### src/rtl/wb_mux_pkg.sv
// wb_mux_pkg: shared types and constants for the N-way Wishbone interconnect.
//   state_t         - interconnect FSM states
//   DEF_BASE_ADDR   - default base of the user address window
//   DEF_ERR_DATA    - default read word returned on error/timeout
//   slice_lsb()     - LSB position of slice idx in a flattened per-slave bus
package wb_mux_pkg;

   typedef enum logic [1:0] {
      ST_IDLE = 2'd0,   // waiting for a request, decoding the address
      ST_FWD  = 2'd1,   // request forwarded to the latched slave
      ST_ERR  = 2'd2    // one-cycle error completion
   } state_t;

   localparam logic [31:0] DEF_BASE_ADDR = 32'h3000_0000;
   localparam logic [31:0] DEF_ERR_DATA  = 32'hDEAD_BEEF;

   function automatic int slice_lsb(input int idx, input int width);
      return idx * width;
   endfunction

endpackage

### src/rtl/wb_mux_decode.sv
// wb_mux_decode: combinational address-window decode.
//   adr_hi  in   address bits [ADDR_W-1:IDX_LSB]; bits below the index field
//                never take part in the decode, so they are not brought in
//   idx     out  slave index field
//   mapped  out  address is inside the window and idx names an existing slave
module wb_mux_decode
   import wb_mux_pkg::*;
#(
   parameter int                NUM_SLAVES = 4,
   parameter int                ADDR_W     = 32,
   parameter int                IDX_LSB    = 16,
   parameter int                IDX_W      = 2,
   parameter logic [ADDR_W-1:0] BASE_ADDR  = ADDR_W'(DEF_BASE_ADDR)
) (
   input  logic [ADDR_W-1:IDX_LSB] adr_hi,
   output logic [IDX_W-1:0]        idx,
   output logic                    mapped
);

   logic hit;

   assign hit    = adr_hi[ADDR_W-1:IDX_LSB+IDX_W] == BASE_ADDR[ADDR_W-1:IDX_LSB+IDX_W];
   assign idx    = adr_hi[IDX_LSB +: IDX_W];
   // Extra MSB so NUM_SLAVES == 2**IDX_W still compares correctly.
   assign mapped = hit && ({1'b0, idx} < (IDX_W+1)'(NUM_SLAVES));

endmodule

### src/rtl/wb_mux_n.sv
// wb_mux_n: N-way Wishbone classic interconnect with window decode,
// unmapped-address error response and per-transaction timeout.
//   io_wbs_clk/io_wbs_rst      clock, synchronous active-high reset
//   io_wbs_adr..io_wbs_ack     master-side Wishbone port
//   io_wbs_*_s                 flattened per-slave ports, slice i = slave i;
//                              adr/datwr/we/sel broadcast, stb/cyc gated
//   err_o                      one-cycle pulse per error completion
//   err_cnt_o                  saturating error completion count
module wb_mux_n
   import wb_mux_pkg::*;
#(
   parameter int                NUM_SLAVES     = 4,
   parameter int                DATA_W         = 32,
   parameter int                ADDR_W         = 32,
   parameter logic [ADDR_W-1:0] BASE_ADDR      = ADDR_W'(DEF_BASE_ADDR),
   parameter int                IDX_LSB        = 16,
   parameter int                IDX_W          = 2,
   parameter int                TIMEOUT_CYCLES = 255,
   parameter logic [DATA_W-1:0] ERR_DATA       = DATA_W'(DEF_ERR_DATA)
) (
   input  logic                             io_wbs_clk,
   input  logic                             io_wbs_rst,
   input  logic [ADDR_W-1:0]                io_wbs_adr,
   input  logic [DATA_W-1:0]                io_wbs_datwr,
   output logic [DATA_W-1:0]                io_wbs_datrd,
   input  logic                             io_wbs_we,
   input  logic [DATA_W/8-1:0]              io_wbs_sel,
   input  logic                             io_wbs_stb,
   input  logic                             io_wbs_cyc,
   output logic                             io_wbs_ack,
   output logic [NUM_SLAVES*ADDR_W-1:0]     io_wbs_adr_s,
   output logic [NUM_SLAVES*DATA_W-1:0]     io_wbs_datwr_s,
   input  logic [NUM_SLAVES*DATA_W-1:0]     io_wbs_datrd_s,
   output logic [NUM_SLAVES-1:0]            io_wbs_we_s,
   output logic [NUM_SLAVES*(DATA_W/8)-1:0] io_wbs_sel_s,
   output logic [NUM_SLAVES-1:0]            io_wbs_stb_s,
   output logic [NUM_SLAVES-1:0]            io_wbs_cyc_s,
   input  logic [NUM_SLAVES-1:0]            io_wbs_ack_s,
   output logic                             err_o,
   output logic [7:0]                       err_cnt_o
);

   localparam logic [15:0] TO_LAST = 16'(TIMEOUT_CYCLES - 1);

   state_t            state_q, state_d;
   logic [IDX_W-1:0]  idx_q, dec_idx;
   logic              dec_mapped;
   logic [15:0]       timer_q;
   logic [7:0]        err_cnt_q;
   logic              req;
   logic              sel_ack;
   logic [DATA_W-1:0] sel_dat;

   assign req = io_wbs_cyc & io_wbs_stb;

   wb_mux_decode #(
      .NUM_SLAVES (NUM_SLAVES),
      .ADDR_W     (ADDR_W),
      .IDX_LSB    (IDX_LSB),
      .IDX_W      (IDX_W),
      .BASE_ADDR  (BASE_ADDR)
   ) u_decode (
      .adr_hi (io_wbs_adr[ADDR_W-1:IDX_LSB]),
      .idx    (dec_idx),
      .mapped (dec_mapped)
   );

   // Address, data, we and sel need no gating: a slave ignores them without stb.
   assign io_wbs_adr_s   = {NUM_SLAVES{io_wbs_adr}};
   assign io_wbs_datwr_s = {NUM_SLAVES{io_wbs_datwr}};
   assign io_wbs_we_s    = {NUM_SLAVES{io_wbs_we}};
   assign io_wbs_sel_s   = {NUM_SLAVES{io_wbs_sel}};
   assign err_cnt_o      = err_cnt_q;

   // Response of the latched slave.
   always_comb begin
      sel_ack = 1'b0;
      sel_dat = '0;
      for (int i = 0; i < NUM_SLAVES; i++) begin
         if (idx_q == IDX_W'(i)) begin
            sel_ack = io_wbs_ack_s[i];
            sel_dat = io_wbs_datrd_s[slice_lsb(i, DATA_W) +: DATA_W];
         end
      end
   end

   always_comb begin
      state_d      = state_q;
      io_wbs_stb_s = '0;
      io_wbs_cyc_s = '0;
      io_wbs_ack   = 1'b0;
      io_wbs_datrd = '0;
      err_o        = 1'b0;
      case (state_q)
         ST_IDLE: begin
            if (req) state_d = dec_mapped ? ST_FWD : ST_ERR;
         end
         ST_FWD: begin
            for (int i = 0; i < NUM_SLAVES; i++) begin
               if (idx_q == IDX_W'(i)) begin
                  io_wbs_stb_s[i] = io_wbs_stb;
                  io_wbs_cyc_s[i] = io_wbs_cyc;
               end
            end
            io_wbs_ack   = sel_ack;
            io_wbs_datrd = sel_dat;
            // Ack is checked first so an ack on the last timer cycle wins.
            if (sel_ack || !io_wbs_cyc) state_d = ST_IDLE;
            else if (timer_q == TO_LAST) state_d = ST_ERR;
         end
         ST_ERR: begin
            io_wbs_ack   = 1'b1;
            io_wbs_datrd = ERR_DATA;
            err_o        = 1'b1;
            state_d      = ST_IDLE;
         end
         default: state_d = ST_IDLE;
      endcase
   end

   always_ff @(posedge io_wbs_clk) begin
      if (io_wbs_rst) begin
         state_q   <= ST_IDLE;
         idx_q     <= '0;
         timer_q   <= '0;
         err_cnt_q <= '0;
      end else begin
         state_q <= state_d;
         if (state_q == ST_IDLE && req && dec_mapped) begin
            idx_q   <= dec_idx;
            timer_q <= '0;
         end
         if (state_q == ST_FWD && !sel_ack) timer_q <= timer_q + 16'd1;
         if (state_q == ST_ERR && err_cnt_q != 8'hFF) err_cnt_q <= err_cnt_q + 8'd1;
      end
   end

endmodule
### config.mk
export PLATFORM = sky130hd
export DESIGN_NAME = wb_mux_n
export DESIGN_NICKNAME = d
export VERILOG_FILES = /design/src/rtl/wb_mux_pkg.sv /design/src/rtl/wb_mux_decode.sv /design/src/rtl/wb_mux_n.sv
export SDC_FILE = /design/constraint.sdc
export NUM_CORES = 1
export LEC_CHECK = 0
export ABC_AREA = 1
export CAP_MARGIN = 20
export CORE_AREA = 5 5 203 205
export CTS_BUF_LIST = sky130_fd_sc_hd__clkbuf_8
export DETAILED_ROUTE_END_ITERATION = 6
export DIE_AREA = 0 0 208 210
export SLEW_MARGIN = 20
export SYNTH_ARGS = -nofsm -noshare
export SYNTH_HDL_FRONTEND = slang
export SYNTH_SLANG_ARGS = --single-unit
### constraint.sdc
create_clock -name io_wbs_clk -period 1.68 [get_ports io_wbs_clk]
set_input_delay 0.252 -clock io_wbs_clk [delete_from_list [all_inputs] [get_ports io_wbs_clk]]
set_output_delay 0.252 -clock io_wbs_clk [all_outputs]
set_load 0.01 [all_outputs]
Word-level counts from Yosys, hierarchy flattened
Index checks and enable logic that the tools add are counted.

operators by class
  mux-type cells = 28
  bitwise operators = 1
  reductions and logical operators = 11
  order comparisons = 0
  shift-type cells = 0
  eq/ne operators = 10
  add/sub/neg operators = 2
  div/mod/pow operators = 0
  $mul = 0

operators by type and width
  operator                 count
  $mux W32                 4
  $pmux W32 S2             1
  $mux W16                 2
  $add A16 B1 Y16 const B  1
  $eq A16 B8 Y1 const B    1
  $eq A14 B12 Y1 const B   1
  $mux W1                  13
  $add A8 B1 Y8 const B    1
  $mux W2                  4
  $mux W4                  2
  $ne A8 B8 Y1 const B     1
  $eq A2 B2 Y1 const B     3
  $eq A2 B1 Y1 const B     2
  $logic_and A1 B1 Y1      4
  $logic_not A2 Y1         2
  $pmux W2 S2              1
  $ne A3 B3 Y1 const B     1
  $logic_not A1 Y1         2
  $ne A2 B2 Y1 const B     1
  $pmux W1 S2              1
  $reduce_and A2 Y1        1
  $reduce_bool A2 Y1       1
  $and A1 B1 Y1            1
  $logic_or A1 B1 Y1       1

storage, ports and cells
  input port bits = 205
  latch bits = 0
  ROM bits = 0
  bits in registers = 28
  RAM bits = 0
  logic and storage cells = 56
  memories kept = 0

Longest topological paths before layout
  depth in word-level cells = 8
  depth in mapped cells = 10
  gate-level depth less buffers = 10

Cells and area by module
Synthesis repeated with hierarchy kept, for this count alone.

unflattened totals
  cells, all modules = 782
  area, all modules = 4968.5 um2

modules (own cells, without submodules)
  module         sequential area each (um2)  area an instance (um2)  instances  cells each
  wb_mux_n       560.5                       4882.2                  1          762
  wb_mux_decode  0.0                         86.3                    1          20

Worst setup path before layout
OpenSTA, ideal clock, no wires.

  kind = register to output
  from = register state_q[0]
  to = output io_wbs_datrd[4]
  data arrival time = 1.418 ns
  required time = 1.428 ns
  setup slack = 0.010 ns
  cell stages (with the launch flop) = 8
  path through = dfxtp_1 > inv_1 > ha_1 > nand2_1 > inv_1 > clkbuf_1 > o21ai_0 > a21oi_1

on the way
  cells in the longest elaborated chain, start to end = 2
  elaborated cells on any way between the ends = 3
  those cells by class = eq/ne: 2; mux: 1

RTL lines
  item                                                 line             RTL
  start, declared                                      wb_mux_n.sv:45   state_t state_q, state_d;
  start signal, assigned                               wb_mux_n.sv:128  state_q <= state_d;
  $eq A2 B2 Y1 / $eq A2 B1 Y1 (equally long branches)  wb_mux_n.sv:94   case (state_q)
  $pmux W32 S2 *                                       wb_mux_n.sv:94
  end, declared                                        wb_mux_n.sv:25   output logic [DATA_W-1:0] io_wbs_datrd,

Mark *: on every way between the ends. The rest lies on a longest branch, timed or not.

Final worst setup path
  from = register idx_q[0]
  to = output io_wbs_datrd[8]

on the way
  cells in the longest elaborated chain, start to end = 6
  elaborated cells on any way between the ends = 9
  those cells by class = eq/ne: 3; mux: 5; reduce/logical: 1

RTL lines
  item                    line             RTL
  start, declared         wb_mux_n.sv:46   logic [IDX_W-1:0] idx_q, dec_idx;
  start signal, assigned  wb_mux_n.sv:130  idx_q <= dec_idx;
  $logic_not A2 Y1        wb_mux_n.sv:80   if (idx_q == IDX_W'(i)) begin
  $mux W32 (3 in a row)   wb_mux_n.sv:80
  $mux W32 *              wb_mux_n.sv:80
  $pmux W32 S2 *          wb_mux_n.sv:94

Marks and branches as above.

==> impl_metrics.env <==
export IMPL_peakVddDrop_mv=0.4969
export IMPL_final_common_cell="clkdlybuf4s50_1"
export IMPL_top_usage_layer="met2"
export IMPL_synth_fp_nets=981
export IMPL_outcome="complete, but fails checks"
export IMPL_core_area_um2=39280
export IMPL_worst_slack_ns=-0.3201
export IMPL_crit_path_end_kind="primary output"
export IMPL_clockBufferDepth=2
export IMPL_use_met2_pct=16.38
export IMPL_n_fill_cell=4374
export IMPL_maxCapViolations=0
export IMPL_clk_pin_slew_ns=0.11
export IMPL_synth_cell_types=35
export IMPL_cp_start_kind="flip-flop"
export IMPL_crit_path_max_fanout=6
export IMPL_final_cell_mix="clkdlybuf4s50_1 (194), nand2_1 (110), nand3_1 (67)"
export IMPL_cts_tree="done"
export IMPL_drive_gt1_share_pct=26.52
export IMPL_ys_seq_area_share_pct=11.49
export IMPL_netlist_area_um2=4878
export IMPL_postCtsHoldBufs=0
export IMPL_grt_pass1_wl_um=32750
export IMPL_total_power_w=0.002227
export IMPL_cts_max_level=1
export IMPL_start_util_pct=12.42
export IMPL_overflow=0
export IMPL_grt_pass1_vias=5026
export IMPL_drv_slew=0
export IMPL_grt_use_met3_pct=3.155
export IMPL_place_ws_ns=-0.8156
export IMPL_avgSynthCellArea_um2=6.336
export IMPL_slew_headroom_pct=74.07
export IMPL_wl_per_cell_um=17.19
export IMPL_yosysWarnings=0
export IMPL_die_x_um=208
export IMPL_powerDensity_nw_per_um2=296.7
export IMPL_std_cell_rows=73
export IMPL_netlist_instances=770
export IMPL_port_buffers=265
export IMPL_dieArea_um2=43680
export IMPL_nets=1053
export IMPL_internal_power_w=0.001601
export IMPL_leakage_nw=3.221
export IMPL_final_setup_skew_ns=0.008376
export IMPL_ys_seq_elements=28
export IMPL_fin_util_pct=19.11
export IMPL_hold_viol=0
export IMPL_cts_made_buffers=3
export IMPL_viasPerCell=3.657
export IMPL_crit_type="reg -> out"
export IMPL_min_period_ns=2.000
export IMPL_violations="negative setup slack"
export IMPL_max_freq_ghz=0.5000
export IMPL_antenna_found_initial=2
export IMPL_whs_ns=0.5040
export IMPL_antenna_left=0
export IMPL_via_count=4999
export IMPL_drtIter0Drc=381
export IMPL_arrival_ns=1.75
export IMPL_syn_to_final_growth_pct=53.89
export IMPL_dp_hpwl_um=18190
export IMPL_seq_power_share_pct=30.5
export IMPL_rsz0062_at_grt="yes"
export IMPL_die_h_um=210
export IMPL_firstDrtPassIters=4
export IMPL_insertion_delay_ns=0.29
export IMPL_p_clk_share_pct=25.6
export IMPL_drc=0
export IMPL_use_met1_pct=11.53
export IMPL_grt_total_usage_pct=9.730
export IMPL_worstMarginPinSlew_ns=0.3885
export IMPL_grt_max_degree=18
export IMPL_cts_root_buf="clkbuf_8"
export IMPL_hold_class="in -> out"
export IMPL_critPathRequiredTime_ns=1.43
export IMPL_min_period_over_period_pct=119.1
export IMPL_setup_viol=57
export IMPL_clock_sinks=28
export IMPL_place_congestion=0.9251
export IMPL_combPwrFrac_pct=43.9
export IMPL_power_net_switching_w=0.0006256
export IMPL_setup_tns_ns=-10.08
export IMPL_ios=531
export IMPL_wl_um=23500
export IMPL_switching_share_pct=28.09
## worst paths after layout
| check | endpoint | cells past startpoint | slack [ns] | from |
|---|---|---|---|---|
| max | io_wbs_datrd[8] | 8 | -0.32 | idx_q[0] |
| min | io_wbs_datwr_s[91] | 0 | 0.50 | io_wbs_datwr[27] |
| max reg2reg | timer_q[3] | 9 | -0.10 | idx_q[0] |
| min reg2reg | err_cnt_o[7] | 2 | 0.53 | err_cnt_o[7] |
## cell type report
type | instances | area, µm² | share of cell area, %
clock inverters | 1 | 30.03 | 0.4000
multi-input cells | 400 | 2327 | 31.00
repair buffers | 369 | 3702 | 49.32
repair inverters | 1 | 6.256 | 0.08333
flip-flops and latches | 28 | 571.8 | 7.617
diodes | 1 | 2.502 | 0.03333
clock buffers | 3 | 41.29 | 0.5500
inverters | 39 | 168.9 | 2.250
well taps | 525 | 656.9 | 8.750
## synthesized netlist by cell type, drive strengths merged
cell | number | area, µm²
buf | 286 | 2128
nand2 | 124 | 478.0
nand3 | 70 | 355.3
nor2 | 62 | 235.2
o21ai | 49 | 245.2
inv | 39 | 146.4
dfxtp | 28 | 560.5
a21oi | 27 | 135.1
o211ai | 21 | 157.7
clkbuf | 17 | 63.81
o22ai | 8 | 50.05
ha | 6 | 75.07
nand4 | 5 | 31.28
nor3 | 5 | 25.02
o31ai | 4 | 30.03
or2 | 4 | 27.53
o21bai | 3 | 22.52
o221ai | 3 | 26.28
xor2 | 3 | 26.28
a211oi | 2 | 15.01
a21boi | 1 | 18.77
a31o | 1 | 8.760
o21a | 1 | 7.510
xnor2 | 1 | 8.760
## power groups by stage
stage          sequential, W  combinational (W)  clock [W]
5_1_grt             0.000682            0.00104   0.000625
3_5_place_dp        0.000696           0.000940          0
6_report            0.000679           0.000978   0.000569
2_1_floorplan       0.000698           0.000817          0
4_1_cts             0.000679           0.000990   0.000608
3_3_place_gp        0.000695           0.000940          0
## layer usage
layer	wire [µm]	up-vias
li1	-	2389
met1	9142	2248
met2	11370	299
met3	2088	59
met4	877	4
met5	27	-
## metrics by stage
step                      cells  instance area (µm²)
after floorplan             770                 4878
after global placement     1331                 6636
after detailed placement   1331                 6636
after CTS                  1364                 7322
after global routing       1366                 7505
final                      1367                 7507
## critical path: stages (launching register included)
cell     delay (ns)
dfxtp_4        0.44
nand2_4        0.11
buf_12         0.15
buf_4          0.14
buf_4          0.15
o21ai_1        0.11
a21oi_1        0.06
buf_4          0.14
buf_4          0.14
## logic make-up (layout without fill, tap and decap cells)
logic type                 after synthesis  count (layout)  share of synthesized area, %
AOI/OAI and AO/OA                      120             120                         14.70
xor gates and xnor gates                 4               4                        0.7183
adders and majority gates                6               6                         1.539
buffers and inverters                  342             413                         47.94
DFF                                     28              28                         11.49
other                                    0               1                             0
and+or+nand+nor                        270             270                         23.62
## repair_timing
action	4_1_cts	5_1_grt
buffers inserted	26	4
pin swaps	37	22
gates resized for setup	310	57
endpoints found under the setup margin	64	92
cloned	6	0
## sequential cells by signal, summed over array words and instances, names as in the netlist
register / cells
timer_q: 16
err_cnt_o: 8
idx_q: 2
state_q: 2
(Power assumes the default switching activity.)
